**config.mk**
```make
export PLATFORM = sky130hd
export DESIGN_NAME = demultiplexer_16_reg
export DESIGN_NICKNAME = d
export VERILOG_FILES = /design/src/rtl/demultiplexer_16_reg_pkg.sv /design/src/rtl/demultiplexer_16_reg_out_slot_16.sv /design/src/rtl/demultiplexer_16_reg.sv
export SDC_FILE = /design/constraint.sdc
export NUM_CORES = 1
export LEC_CHECK = 0
export ABC_AREA = 1
export BUFFER_PORTS_ARGS = -buffer_cell sky130_fd_sc_hd__buf_2
export CAP_MARGIN = 15
export CORE_UTILIZATION = 30
export DETAILED_ROUTE_END_ITERATION = 7
export HOLD_SLACK_MARGIN = 0.12
export PLACE_DENSITY = 0.51
export RECOVER_POWER = 50
export SETUP_SLACK_MARGIN = 0.3
export SYNTH_ARGS = -nofsm -noshare
export SYNTH_HDL_FRONTEND = slang
export SYNTH_SLANG_ARGS = --single-unit
```
**constraint.sdc**
```tcl
create_clock -name clk -period 1.8 [get_ports clk]
set_input_delay 0.27 -clock clk [delete_from_list [all_inputs] [get_ports clk]]
set_output_delay 0.27 -clock clk [all_outputs]
set_load 0.02 [all_outputs]
```
**src/rtl/demultiplexer_16_reg_pkg.sv**
```systemverilog
// Shared widths and select encodings for the 16-bit demux/mux pair.
// Imported by the demultiplexer top and its output slot.
package demultiplexer_16_reg_pkg;

   localparam int WIDTH_DEF     = 16;
   localparam int CNT_WIDTH_DEF = 8;

   localparam logic SEL_OUT1 = 1'b0;
   localparam logic SEL_OUT2 = 1'b1;

endpackage

```
**src/rtl/demultiplexer_16_reg_out_slot_16.sv**
```systemverilog
// One-entry output holding register with valid/ready and a
// wrapping count of completed output handshakes.
module out_slot_16
   import demultiplexer_16_reg_pkg::*;
#(
   parameter int WIDTH     = WIDTH_DEF,
   parameter int CNT_WIDTH = CNT_WIDTH_DEF
) (
   input  logic                 clk,
   input  logic                 reset,
   input  logic                 load,
   input  logic [WIDTH-1:0]     din,
   output logic                 can_take,
   output logic [WIDTH-1:0]     data,
   output logic                 valid,
   input  logic                 ready,
   output logic [CNT_WIDTH-1:0] count
);

   logic drain;

   assign drain    = valid & ready;
   assign can_take = ~valid | ready;

   // A load in the drain cycle keeps the slot full.
   always_ff @(posedge clk) begin
      if (reset) begin
         data  <= '0;
         valid <= 1'b0;
         count <= '0;
      end else begin
         if (drain) begin
            count <= count + 1'b1;
         end
         if (load) begin
            data  <= din;
            valid <= 1'b1;
         end else if (drain) begin
            valid <= 1'b0;
         end
      end
   end

endmodule

```
**src/rtl/demultiplexer_16_reg.sv**
```systemverilog
// Registered 1-to-2 demultiplexer: steers each accepted word to
// one of two independently back-pressured output slots.
module demultiplexer_16_reg
   import demultiplexer_16_reg_pkg::*;
#(
   parameter int WIDTH     = WIDTH_DEF,
   parameter int CNT_WIDTH = CNT_WIDTH_DEF
) (
   input  logic                 clk,
   input  logic                 reset,
   input  logic [WIDTH-1:0]     myIn,
   input  logic                 select,
   input  logic                 inValid,
   output logic                 inReady,
   output logic [WIDTH-1:0]     myOut1,
   output logic                 out1Valid,
   input  logic                 out1Ready,
   output logic [WIDTH-1:0]     myOut2,
   output logic                 out2Valid,
   input  logic                 out2Ready,
   output logic [CNT_WIDTH-1:0] count1,
   output logic [CNT_WIDTH-1:0] count2
);

   logic take1;
   logic take2;
   logic load1;
   logic load2;
   logic xfer;

   // inReady depends only on select and the chosen slot.
   assign inReady = (select == SEL_OUT2) ? take2 : take1;
   assign xfer    = inValid & inReady;
   assign load1   = xfer & (select == SEL_OUT1);
   assign load2   = xfer & (select == SEL_OUT2);

   out_slot_16 #(
      .WIDTH     (WIDTH),
      .CNT_WIDTH (CNT_WIDTH)
   ) u_slot1 (
      .clk      (clk),
      .reset    (reset),
      .load     (load1),
      .din      (myIn),
      .can_take (take1),
      .data     (myOut1),
      .valid    (out1Valid),
      .ready    (out1Ready),
      .count    (count1)
   );

   out_slot_16 #(
      .WIDTH     (WIDTH),
      .CNT_WIDTH (CNT_WIDTH)
   ) u_slot2 (
      .clk      (clk),
      .reset    (reset),
      .load     (load2),
      .din      (myIn),
      .can_take (take2),
      .data     (myOut2),
      .valid    (out2Valid),
      .ready    (out2Ready),
      .count    (count2)
   );

endmodule

```
# ---- Word-level counts from Yosys, hierarchy flattened
# Index checks and enable logic that the tools add are counted.
dict set report totals {
  latch_bits 0
  in_bits 22
  ff_bits 50
  out_inout_bits 51
  romBits 0
  ramBits 0
  elab_cells 25
  mem_count 0
}
dict set report op_classes {
  bitwise 10
  order_cmp 0
  n_eq_ne 0
  mux 5
  multipliers 0
  n_div 0
  shifts 0
  addsub 2
  n_reduce_logical 2
}
# operator n
set op_table {}
lappend op_table {{8-bit by 1-bit adder with 8-bit output, second input constant} 2}
lappend op_table {{1-bit bitwise AND} 5}
lappend op_table {{1-bit 2-to-1 mux} 5}
lappend op_table {{2-bit nonzero test} 2}
lappend op_table {{1-bit inverter} 3}
lappend op_table {{1-bit bitwise OR} 2}

# ---- Logic depth before layout (Yosys ltp)
dict set report depth {
  word_depth 6
  depth_mapped 7
  ltp_nobuf 7
}

# ---- Hierarchy
# From an unflattened synthesis, not the netlist that was laid out.
dict set report unflattened {
  cells_unflattened 273
  area_unflattened_um2 1988.2
}
# mod area_each_um2 cells_each seq_area_each_um2 n_inst
set modules_own_cells {}
lappend modules_own_cells {out_slot_16 978.4 133 500.5 2}
lappend modules_own_cells {demultiplexer_16_reg 31.3 7 0.0 1}

# ---- Least setup slack after synthesis
# OpenSTA, ideal clock, no wires.
dict set report synth_timing {
  kind {register to register}
  from {register u_slot1.count[1]}
  to {register u_slot1.count[6]}
  path_stages_with_launch 7
  required_ns 1.689
  n_path_buf 0
  setup_time_ns 0.111
  synth_period_minus_slack_ns 1.201
  setup_slack_ns 0.599
  t_arrival_ns 1.091
  cell_sequence {dfxtp_1 > ha_1 > inv_1 > nor3_2 > nand3_1 > nand2_1 > nor2_1}
}
dict set report synth_between {
  elab_chain_cells 1
}
# element line_no
set synth_rtl {}
lappend synth_rtl {{from (decl)} demultiplexer_16_reg_out_slot_16.sv:17} ;# output logic [CNT_WIDTH-1:0] count
lappend synth_rtl {{from (signal assigned)} demultiplexer_16_reg_out_slot_16.sv:33} ;# count <= count + 1'b1;
lappend synth_rtl {{8-bit by 1-bit adder with 8-bit output} demultiplexer_16_reg_out_slot_16.sv:33}
# Every way passes these cells.
# A chain may end at the register's enable or synchronous reset.

# ---- Worst setup path after layout
dict set report layout_timing {
  from {register u_slot1.valid}
  to {output port inReady}
}
dict set report layout_between {
  elab_chain_cells 3
}
# element line_no
set layout_rtl {}
lappend layout_rtl {{from (decl)} demultiplexer_16_reg_out_slot_16.sv:15} ;# output logic valid,
lappend layout_rtl {{from (signal assigned)} demultiplexer_16_reg_out_slot_16.sv:29} ;# valid <= 1'b0;
lappend layout_rtl {{from (signal assigned)} demultiplexer_16_reg_out_slot_16.sv:37} ;# valid <= 1'b1;
lappend layout_rtl {{from (signal assigned)} demultiplexer_16_reg_out_slot_16.sv:39} ;# valid <= 1'b0;
lappend layout_rtl {{1-bit inverter} demultiplexer_16_reg_out_slot_16.sv:23} ;# assign can_take = ~valid | ready;
lappend layout_rtl {{1-bit bitwise OR} demultiplexer_16_reg_out_slot_16.sv:23}
lappend layout_rtl {{1-bit 2-to-1 mux} demultiplexer_16_reg.sv:32} ;# assign inReady = (select == SEL_OUT2) ? take2 : take1;
lappend layout_rtl {{to (decl)} demultiplexer_16_reg.sv:14} ;# output logic inReady,
# Every way passes these cells.

==> results.cfg <==
[grt]
grt_pass1_vias = 1668
antenna_found_initial = 0
grt_start_max_net_pins = 33
grtUsageTotal = 0.1367
grt_overflow_total = 0
grt_pass1_wl_um = 7921

[clock_network]
postCtsHoldBufs = 0
clockBufferDepth = 2
clk_pin_slew_ns = 0.10
clock-sinks = 50
cts-root-buf = clkbuf_8
post_cts_buffers = 0
clk_latency_ns = 0.30
cts_max_level = 2
ctsResizeCount = 0
cts_buffers = 5
cts_tree = built

[timing]
grt_setup_unrepaired = false
setup_viol_count_final = 0
drv_slew = 0
fin_crit_ns = 1.372
skew_ns = 0.008948
min_period_over_period = 0.7622
final_hold_viol_count = 0
hold-worst-slack_ns = 0.2112
max_freq_mhz = 728.8
slew_headroom = 0.6983
tightest_slew_ns = 0.4491
setup_tns_ns = 0

[detailed_routing]
drt_iter0_drc = 54
remaining_drc_errors = 0
met1_length_um = 2447
topRoutingLayerUsed = met4
drt_wl_total_um = 4871
dr_wl_met3_um = 283
ant_nets = 0
dr_wl_met2_um = 2081
dr.pass1.iters = 4
wl_per_cell_um = 11.52
vias_per_cell = 4.520
vias = 1912

[critical_path]
crit_chain = nand2_4 > nand2_1 > nand2_1 > buf_2
slowest_stage = dfxtp_1
max_stage_delay_ns = 0.44
arrival_ns = 1.10
required_ns = 1.53
cp.buffers_inverters = 1
worst_path_most_repeated_cell = nand2_1
critPathCaptureType = output port
path_class = register to output port
cp_max_fo = 5
start_kind = register
path_delay_family = flip-flops

[power]
p_leak_nw = 1.067
combPwrFrac = 0.111
intPower_mw = 1.636
seq_power_share = 0.529
powerDensity_nw_per_um2 = 877.0
power_frac_clock = 0.360
irDropWorstVdd_mv = 0.3504
swShare = 0.2615
power.switching_mw = 0.5793

[placed_design]
port-buffer-count = 72
dpl.hpwl_um = 3397
place_area_um2 = 2479
dp.cells = 415
place.gp.congestion = 0.7176

[cells_and_area]
final_core_util = 0.3868
antennaDiodeCount = 0
drive_above_1_share = 0.1821
final_cells = 423
nNetsFinal = 369
design_area_um2 = 2526
area_delta_synth_final_pct = 21.48

[yosys]
synth_cell_type_count = 22
synth_top_family_by_area = simple AND/OR/NAND/NOR gates
yosys.area_share.simple = 0.2846
synthTopCellsByArea = dfxtp_1 48%, nand2_1 17%, a21oi_1 7.0%
synth.avg_cell_area_um2 = 7.589
syn_inst = 274
synth_top_area_cell = dfxtp_1
synth.ff_latch_count = 50
synth_compound_area_frac = 0.1306
synth_area_um2 = 2079
synthXorXnorAreaFrac = 0
synth_top_cell_area_share = 0.4813
ys_warn_count = 0
yosysSeqAreaShare = 0.4813
syn-num-nets = 298
synth_fa_ha_area_frac = 0.01203
synth.area.mux_share = 0

[min_path]
hold_class = input port to register

[floorplanning]
fp.dieH_um = 85.26
start_util = 0.3184
die_x_um = 85.26
rows = 29
core_um2 = 6531
ios = 73
die_area_um2 = 7268

[job]
cap_violations = 0

[status]
status = complete, no violations
## per-layer routing
metal | up-vias | GRT usage
li1 | 999 | -
met1 | 850 | 0.1857
met2 | 56 | 0.2097
met3 | 7 | 0.04086
met4 | 0 | 0.04091
met5 | - | 0
## power groups by stage
| stage | registers, mW | logic [mW] | clock network, mW |
|---|---|---|---|
| 2_1_floorplan | 1.24 | 0.122 | 0 |
| 3_3_place_gp | 1.20 | 0.258 | 0 |
| 3_5_place_dp | 1.20 | 0.261 | 0 |
| 4_1_cts | 1.17 | 0.261 | 0.816 |
| 5_1_grt | 1.18 | 0.272 | 0.859 |
| 6_report | 1.17 | 0.247 | 0.797 |
## kinds of logic (layout without fill, tap and decap cells)
kind of cell / after synthesis / in the layout
flip-flops: 50 / 50
buffers and inverters: 41 / 113
AO/OA/AOI/OAI: 46 / 46
AND/OR/NAND/NOR: 135 / 135
adder cells (fa/ha/maj): 2 / 2
## path summary, 6_finish.rpt
check,startpoint,end,slack [ns],depth (start not counted)
worst max register to register,u_slot2.count[1],u_slot2.count[6],0.47,6
worst max-delay path,u_slot1.valid,inReady,0.43,4
worst min register to register,u_slot1.data[10],u_slot1.data[10],0.47,2
worst min-delay path,myIn[2],u_slot2.data[2],0.21,3
## through the flow
step,setup slack (ns),power (mW)
after detailed placement,0.4842,1.457
after global placement,0.5015,1.456
after global routing,0.2723,2.308
after floorplan,0.5986,1.364
final,0.4280,2.215
after CTS,0.3919,2.248
## cells in the mapped netlist
cell type	number
a21oi_2	11
buf_12	1
buf_2	3
nor2_2	1
inv_1	27
inv_2	3
inv_4	2
o21ai_0	6
nor2_1	17
buf_6	1
buf_4	1
nand4_1	6
nor3_2	2
ha_1	2
nand3_4	2
nand3_1	6
dfxtp_1	50
a21oi_1	29
clkbuf_1	3
nand2_2	5
nand2_4	1
nand2_1	95
## state kept, by name (all words and copies together), names as in the netlist
name / flops
u_slot1.data: 16
u_slot2.data: 16
u_slot1.count: 8
u_slot2.count: 8
u_slot1.valid: 1
u_slot2.valid: 1
## worst register-to-register path, stage by stage, from the launching register on
cell     delay, ns
dfxtp_1       0.39
ha_1          0.16
inv_1         0.05
nor3_1        0.39
nand3_1       0.12
nand2_1       0.08
nor2_1        0.05
## cells in the final DEF (no fill, tap or decap), types with 2 or more instances in the layout
cell / synthesis / final
dfxtp_1: 50 / 50
inv_4: 2 / 2
nand4_1: 6 / 6
a21oi_2: 11 / 11
o21ai_0: 6 / 6
nand2_2: 5 / 5
nand3_4: 2 / 2
a21oi_1: 29 / 29
nand2_1: 95 / 95
inv_1: 27 / 27
clkbuf_8: 0 / 5
buf_2: 3 / 30
inv_2: 3 / 3
ha_1: 2 / 2
nor2_1: 17 / 17
nor3_1: 0 / 2
nand3_1: 6 / 6
clkbuf_1: 3 / 43
## final cells by class
cell class                      instances  area [µm²]
Clock buffer                            6       72.57
Clock inverter                          2       37.54
Fill cell                             758        4005
Inverter                               32       125.1
Multi-Input combinational cell        183       878.3
Sequential cell                        50        1001
Tap cell                               77       96.34
Timing Repair Buffer                   73       315.3
(Power assumes the default switching activity.)
